<file path="config.mk">
export PLATFORM = sky130hd
export DESIGN_NAME = flag_branch_unit
export DESIGN_NICKNAME = d
export VERILOG_FILES = /design/src/rtl/flag_branch_unit.sv
export SDC_FILE = /design/constraint.sdc
export NUM_CORES = 1
export LEC_CHECK = 0
export CAP_MARGIN = 30
export CORE_AREA = 3 3 47 49
export CTS_CLUSTER_SIZE = 28
export DETAILED_ROUTE_END_ITERATION = 7
export DIE_AREA = 0 0 50 52
export GPL_TIMING_DRIVEN = 1
export HOLD_SLACK_MARGIN = 0.1
export PLACE_DENSITY = 0.74
export RECOVER_POWER = 50
export SLEW_MARGIN = 30
export SYNTH_ARGS = -nofsm -noshare
export SYNTH_HDL_FRONTEND = slang
export SYNTH_SLANG_ARGS = --single-unit
</file>
<file path="constraint.sdc">
create_clock -name clk -period 2.2 [get_ports clk]
set_input_delay 0.33 -clock clk [delete_from_list [all_inputs] [get_ports clk]]
set_output_delay 0.33 -clock clk [all_outputs]
set_load 0.01 [all_outputs]
</file>
<file path="src/rtl/flag_branch_unit.sv">
// -----------------------------------------------------------------------------
// flag_branch_unit
//
// Purpose:
//   Consumer side of the ALU condition flags. Holds the architectural NZCV
//   register, which is committed at writeback. Counts flag-setting
//   instructions that are still in flight. Stalls decode when a B.cond would
//   read flags that are not committed yet. When the single outstanding setter
//   commits in the same cycle, its flags are bypassed to the B.cond.
//   B.cond and CBZ are resolved into a branch decision that is registered
//   one cycle after the instruction is accepted.
//
// Ports:
//   clk, rst_n        clock, asynchronous active-low reset
//   issue_valid       instruction presented in decode
//   issue_setflags    instruction writes NZCV at writeback (ADDS/SUBS)
//   issue_cond        instruction is B.cond
//   issue_cbz         instruction is CBZ
//   cond_code[3:0]    ARM condition field for B.cond
//   cbz_zero          zero status of the CBZ operand
//   wb_valid          a flag-setting instruction commits this cycle
//   wb_nzcv[3:0]      committed flags {N,Z,C,V}
//   flush             kills all in-flight flag setters
//   stall             combinational; decode must hold the instruction
//   flags[3:0]        architectural NZCV
//   br_valid          registered; branch decision valid
//   br_taken          registered; branch taken
//   protocol_err      sticky error, cleared only by reset
// -----------------------------------------------------------------------------
module flag_branch_unit #(
    parameter int MAX_INFLIGHT = 3
) (
    input  logic       clk,
    input  logic       rst_n,
    input  logic       issue_valid,
    input  logic       issue_setflags,
    input  logic       issue_cond,
    input  logic       issue_cbz,
    input  logic [3:0] cond_code,
    input  logic       cbz_zero,
    input  logic       wb_valid,
    input  logic [3:0] wb_nzcv,
    input  logic       flush,
    output logic       stall,
    output logic [3:0] flags,
    output logic       br_valid,
    output logic       br_taken,
    output logic       protocol_err
);

    localparam int CW = $clog2(MAX_INFLIGHT + 1);
    localparam logic [CW-1:0] CNT_MAX = CW'(MAX_INFLIGHT);
    localparam logic [CW-1:0] CNT_ONE = CW'(1);

    typedef enum logic [3:0] {
        CC_EQ = 4'h0, CC_NE = 4'h1, CC_CS = 4'h2, CC_CC = 4'h3,
        CC_MI = 4'h4, CC_PL = 4'h5, CC_VS = 4'h6, CC_VC = 4'h7,
        CC_HI = 4'h8, CC_LS = 4'h9, CC_GE = 4'hA, CC_LT = 4'hB,
        CC_GT = 4'hC, CC_LE = 4'hD, CC_AL = 4'hE, CC_NV = 4'hF
    } cond_e;

    // Evaluates an ARM condition against an {N,Z,C,V} nibble.
    function automatic logic cond_eval(input logic [3:0] cc, input logic [3:0] f);
        logic n, z, c, v;
        logic res;
        n = f[3];
        z = f[2];
        c = f[1];
        v = f[0];
        case (cond_e'(cc))
            CC_EQ:   res = z;
            CC_NE:   res = !z;
            CC_CS:   res = c;
            CC_CC:   res = !c;
            CC_MI:   res = n;
            CC_PL:   res = !n;
            CC_VS:   res = v;
            CC_VC:   res = !v;
            CC_HI:   res = c & !z;
            CC_LS:   res = !(c & !z);
            CC_GE:   res = (n == v);
            CC_LT:   res = (n != v);
            CC_GT:   res = !z & (n == v);
            CC_LE:   res = !(!z & (n == v));
            default: res = 1'b1;  // AL and NV are both always taken
        endcase
        return res;
    endfunction

    logic [CW-1:0] count_q, count_d;
    logic [3:0]    flags_q, flags_d;
    logic          br_valid_q, br_valid_d;
    logic          br_taken_q, br_taken_d;
    logic          perr_q, perr_d;

    logic          multi;
    logic          cond_hazard;
    logic          set_hazard;
    logic          accept;
    logic          inc;
    logic          dec;
    logic [3:0]    eval_flags;

    // NOTE: every signal written here gets a default first so no path can
    // leave it unassigned and infer a latch.
    always_comb begin
        multi = (issue_setflags & issue_cond) | (issue_setflags & issue_cbz) |
                (issue_cond & issue_cbz);

        // A B.cond may proceed with no setter outstanding, or with exactly one
        // that commits this very cycle (its flags are bypassed below).
        cond_hazard = issue_cond &&
                      ((count_q > CNT_ONE) || (count_q == CNT_ONE && !wb_valid));
        // A full tracker can still take a setter when one retires this cycle.
        set_hazard  = issue_setflags && (count_q == CNT_MAX) && !wb_valid;

        stall  = issue_valid && !flush && (cond_hazard || set_hazard);
        accept = issue_valid && !stall && !flush;

        // Malformed instructions are accepted but otherwise ignored.
        inc = accept && issue_setflags && !multi;
        dec = wb_valid && (count_q != '0);

        eval_flags = (count_q == CNT_ONE && wb_valid) ? wb_nzcv : flags_q;

        flags_d = flags_q;
        if (wb_valid) begin
            flags_d = wb_nzcv;
        end

        count_d = count_q;
        if (flush) begin
            count_d = '0;
        end else if (inc && !dec) begin
            count_d = count_q + CNT_ONE;
        end else if (dec && !inc) begin
            count_d = count_q - CNT_ONE;
        end

        br_valid_d = accept && !multi && (issue_cond || issue_cbz);
        br_taken_d = 1'b0;
        if (br_valid_d) begin
            br_taken_d = issue_cbz ? cbz_zero : cond_eval(cond_code, eval_flags);
        end

        perr_d = perr_q;
        if ((issue_valid && multi) || (wb_valid && count_q == '0)) begin
            perr_d = 1'b1;
        end
    end

    // NOTE: state registers use non-blocking assignments so every flop samples
    // the values from before the edge, independent of statement order.
    always_ff @(posedge clk or negedge rst_n) begin
        if (!rst_n) begin
            count_q    <= '0;
            flags_q    <= 4'b0000;
            br_valid_q <= 1'b0;
            br_taken_q <= 1'b0;
            perr_q     <= 1'b0;
        end else begin
            count_q    <= count_d;
            flags_q    <= flags_d;
            br_valid_q <= br_valid_d;
            br_taken_q <= br_taken_d;
            perr_q     <= perr_d;
        end
    end

    assign flags        = flags_q;
    assign br_valid     = br_valid_q;
    assign br_taken     = br_taken_q;
    assign protocol_err = perr_q;

endmodule
</file>
== After elaboration in Yosys (flattened, before gate mapping) ==
Index checks and enable logic that the tools add are counted.

* $add $sub $neg: 2
* Multiply operators: 0
* Divide/modulo/power cells: 0
* $lt $le $gt $ge: 1
* Eq/ne operators: 17
* Shift-type cells: 0
* Multiplexer cells: 7
* Bitwise operators: 7
* Reduce and logical (&&, ||, !) cells: 38

{| class="wikitable"
|+ Operator list
! cell !! number
|-
| $eq 4x4->1 const B || 6
|-
| $logic_and 1x1->1 || 18
|-
| $eq 4x3->1 const B || 4
|-
| $pmux 1 s14 || 1
|-
| $logic_not 1->1 || 12
|-
| $eq 4x2->1 const B || 2
|-
| $mux 2 || 3
|-
| $and 1x1->1 || 5
|-
| $eq 4x1->1 const B || 1
|-
| $logic_not 4->1 || 1
|-
| $logic_or 1x1->1 || 4
|-
| $mux 4 || 1
|-
| $reduce_bool 3->1 || 1
|-
| $add 2x1->2 const B || 1
|-
| $eq 2x1->1 const B || 1
|-
| $eq 2x2->1 const B || 1
|-
| $gt 2x1->1 const B || 1
|-
| $logic_not 2->1 || 1
|-
| $mux 1 || 2
|-
| $or 1x1->1 || 2
|-
| $reduce_bool 2->1 || 1
|-
| $sub 2x1->2 const B || 1
|-
| $eq 1x1->1 || 1
|-
| $ne 1x1->1 || 1
|}

* Register bits: 9
* Latch bits: 0
* RAM bits: 0
* ROM bits: 0
* Bits of input ports: 17
* Output and inout port bits: 8
* Memories kept: 0

== Depth between registers and ports, before layout ==
Gate-level depths: netlist of run 1.

* Word-level depth: 16
* Mapped depth: 7
* Gate-level depth less buffers: 7

== Worst setup path after synthesis of run 1 ==
OpenSTA, ideal clock, no wires.

* Path type: register -> register
* From: reg count_q[1]
* To: reg br_taken_q, in the netlist br_taken
* Setup time: 0.138 ns
* Data arrival time: 1.714 ns
* Required time: 2.062 ns
* Setup slack: 0.348 ns
* Cell stages (with the launch flop): 8
* Buffers on the path: 0
* Cells stage by stage: dfrtp_1 > inv_1 > ha_1 > and4b_1 > a311oi_2 > and4b_1 > nor4_2 > a311oi_1

* Word-level cells in the longest chain between the ends: 12
* Elaborated cells between the ends (all ways): 30
* Classes of those cells: 1 x order compare; 4 x eq/ne; 4 x mux; 2 x bitwise; 19 x reduce/logical

{| class="wikitable"
|+ RTL lines
! item !! line !! RTL
|-
| from (decl) || 90 || <nowiki>logic [CW-1:0] count_q, count_d;</nowiki>
|-
| from (signal assigned) || 162 || <nowiki>count_q <= count_d;</nowiki>
|-
| branches (longest 11 deep; another with $pmux 1 s14) || - ||
|-
| $mux 1 * || 142 || <nowiki>if (br_valid_d) begin</nowiki>
|-
| via br_taken_d || 93 || <nowiki>logic br_taken_q, br_taken_d;</nowiki>
|-
| to (signal assigned) || 165 || <nowiki>br_taken_q <= br_taken_d;</nowiki>
|-
| to (decl) || 93 ||
|}

Mark *: on every way through the listed nets, which the timed path passes.
A chain may end at the register's enable or synchronous reset.

== Worst setup path after layout of run 1 ==
* From: in wb_valid
* To: reg br_taken_q, in the netlist br_taken

* Word-level cells in the longest chain between the ends: 12
* Elaborated cells between the ends (all ways): 27
* Classes of those cells: 2 x eq/ne; 4 x mux; 2 x bitwise; 19 x reduce/logical

{| class="wikitable"
|+ RTL lines
! item !! line !! RTL
|-
| from (decl) || 41 || <nowiki>input logic wb_valid,</nowiki>
|-
| branches (longest 11 deep; another with $pmux 1 s14) || - ||
|-
| $mux 1 * || 142 ||
|-
| via br_taken_d || 93 ||
|}

Marked as above.

==> results.toml, run 1 <==
[run_status]
status = "finished, final reports clean"

[clock_network]
clkSlewWorstSetupHoldPaths_ns = 0.07
clock_sinks = 9
cts_htree_levels = 1
cts_tree = "done"
clock-root-buffer = "clkbuf_4"
cts_hold_buf = 0
clk_latency_ns = 0.27
cts-buffers-inserted = 3
cts_buffer_depth = 2

[yosys]
avgSynthCellArea_um2 = 9.58
yosysWarnings = 0
syn_inst = 84
synth_edf_count = 0
seq_area_frac_synth_pct = 28.0
syn_nets = 104
synth_seq_cells = 9
yosys_most_used_dff = "dfrtp_1"
syn_area_um2 = 805
synth_cell_types = 38
async_flop_share_pct = 100

[timing]
setup_viol = 0
finalHoldViolations = 0
min_period_over_period_pct = 95.5
final_max_slew_viol_count = 0
whs_ns = 0.432
tns_ns = 0
skew_ns = 0.00618
tightest_slew_ns = 0.426
min_period_ns = 2.10
slew_headroom_pct = 71.5
max_clock_freq_ghz = 0.476

[floorplanning]
die-area_um2 = 2600
die_w_um = 50
initial_utilization_pct = 42.3
core_area_um2 = 1900
die_h_um = 52
row_count = 16
ios = 25

[place]
dp_hpwl_mm = 1.46
dpl.cell_count = 141
gp_congestion = 0.824
port_buffers = 24

[worst_setup_path]
worstPathRequired_ns = 2.37
r2r-end = "br_taken"
crit_path_cell_trace = "dlygate4sd3_1 -> clkbuf_1 -> clkbuf_1 -> a21o_1 -> o32ai_2 -> xor2_1 -> o211ai_1 -> a311oi_1"
crit_top_cell = "clkbuf_1"
setup.worst_path.start = "wb_valid"
r2r-start = "count_q[1]"
cpPeakStageDelay_ns = 0.58
crit_slowest_cell = "dlygate4sd3_1"
critPathKind = "in2reg"
cp_max_fo = 8
startpoint_type = "input pin"
rr_worst_depth = 8
r2r_setup_slack_ns = 0.22
cp-end-kind = "register"
crit_arrival_ns = 2.27
cp-endpoint = "br_taken"

[detailed_routing]
firstDrtPassIters = 4
drc_errors = 0
drt-total-wl_mm = 1.89
drt-initial-drc-count = 6
final_antenna_net_count = 0
post_drt_wl_per_cell_um = 13.0
vias_per_cell = 5.20
vias = 759

[final_layout]
fillers = 176
fin_util_pct = 60.9
area_growth_pct = 44.0
n_antenna_cell = 0
drive_gt1_share_pct = 22.7
nets = 140
layout.cells.non_filler = 146

[pwr]
max-vdd-ir-drop_mv = 0.502
p_total_w = 0.000684
p_per_area_nw_per_um2 = 590
p_leak_nw = 0.504

[run]
cap_viol_max_count = 0

[min_path]
hp-class = "in2async"

[global_route]
grt_pass1_vias = 762
grt_antenna_before_repair = 0
grt_max_degree = 10
overflow = 0
grtUsageTotal_pct = 16.3
grt_pass1_wl_mm = 3.26
critical path: cells and delay by family:
family                 cells  cell delay (ns)
AO/OA/AOI/OAI              4             0.63
XOR/XNOR                   1             0.16
buffers and inverters      3             1.14
cell families (layout without fill, tap and decap cells):
| group | after synthesis | after routing | synth area share (%) |
|---|---|---|---|
| compound gates | 15 | 15 | 15.1 |
| xor+xnor | 6 | 6 | 6.53 |
| fa+ha+maj | 4 | 4 | 5.91 |
| buf+inv | 7 | 42 | 4.35 |
| flops | 9 | 9 | 28.0 |
| mux | 11 | 11 | 16.0 |
| simple gates | 32 | 32 | 24.1 |
flip-flops by register name, summed over array words and instances, names as in the netlist:
signal        flops
flags             4
count_q           2
br_taken          1
protocol_err      1
br_valid          1
cell type report:
cell class,instances,area (µm²),share of cell area [%]
multi-input cells,68,551,47.5
repair buffers,34,307,26.5
flip-flops and latches,9,225,19.4
well taps,27,33.8,2.92
clock buffers,3,22.5,1.94
inverters,4,15.0,1.30
clock inverters,1,5.00,0.432
synthesized netlist by cell type, types with 3 or more instances:
cell,count,area (µm²)
xnor2_1,3,26.3
nor2_1,5,18.8
ha_1,3,37.5
nand2_1,7,26.3
xor2_1,3,26.3
nor2b_1,3,18.8
dfrtp_1,9,225
inv_1,4,15.0
o21ai_0,4,20.0
mux2_2,5,56.3
mux2i_1,5,50.1
what timing repair did:
item,in CTS,in global routing
setup endpoints to repair,1,2
setup buffers,0,1
resized for setup,1,3
how the worst min path moves through the flow:
stage	start	endpoint	slack, ns	cells after the start
global route	rst_n	count_q[1]	0.45	1
detailed placement	protocol_err	protocol_err	0.46	1
CTS	rst_n	count_q[0]	0.38	1
global placement	protocol_err	protocol_err	0.47	1
floorplan	rst_n	br_taken	0.03	0
finish	rst_n	count_q[1]	0.43	1
routing by layer:
layer	part of all wire [%]	GRT usage, %	up-vias
met3	8.0	8.31	4
met4	1.5	5.99	0
met1	43	17.5	346
li1	-	-	383
met5	0	0	-
met2	47	27.4	26
placed cells by master (no fill, tap or decap), types with 3 or more instances in the layout:
master           Yosys  layout
xor2_1               3       3
xnor2_1              3       3
inv_1                4       3
mux2i_1              5       5
mux2_2               5       5
clkbuf_4             0       3
nand2_1              7       7
buf_4                2       8
nor2_1               5       5
o21ai_0              4       4
nor2b_1              3       3
clkdlybuf4s50_1      0      21
dfrtp_1              9       9
through the flow:
stage / cell area, µm² / setup WS [ns]
after floorplan: 805 / 0.348
after global placement: 1130 / 0.0913
after detailed placement: 1130 / 0.0450
after CTS: 1150 / 0.0423
after global routing: 1160 / -0.00336
final: 1160 / 0.0985
power by group:
group	switching (W)	internal, W
combinational	0.000162	0.000184
sequential	0.0000209	0.000186
clock	0.0000636	0.0000672
Note: power is estimated with default switching activity, not from simulation.
==> run 2, diff against run 1 <==
--- a/config.mk
+++ b/config.mk
@@ -5,7 +5,7 @@
 export SDC_FILE = /design/constraint.sdc
 export NUM_CORES = 1
 export LEC_CHECK = 0
-export CAP_MARGIN = 30
+export CAP_MARGIN = 10
 export CORE_AREA = 3 3 47 49
 export CTS_CLUSTER_SIZE = 28
 export DETAILED_ROUTE_END_ITERATION = 7
==> results of run 2 <==
The final DEF is identical to that of run 1; final timing and power are the same.
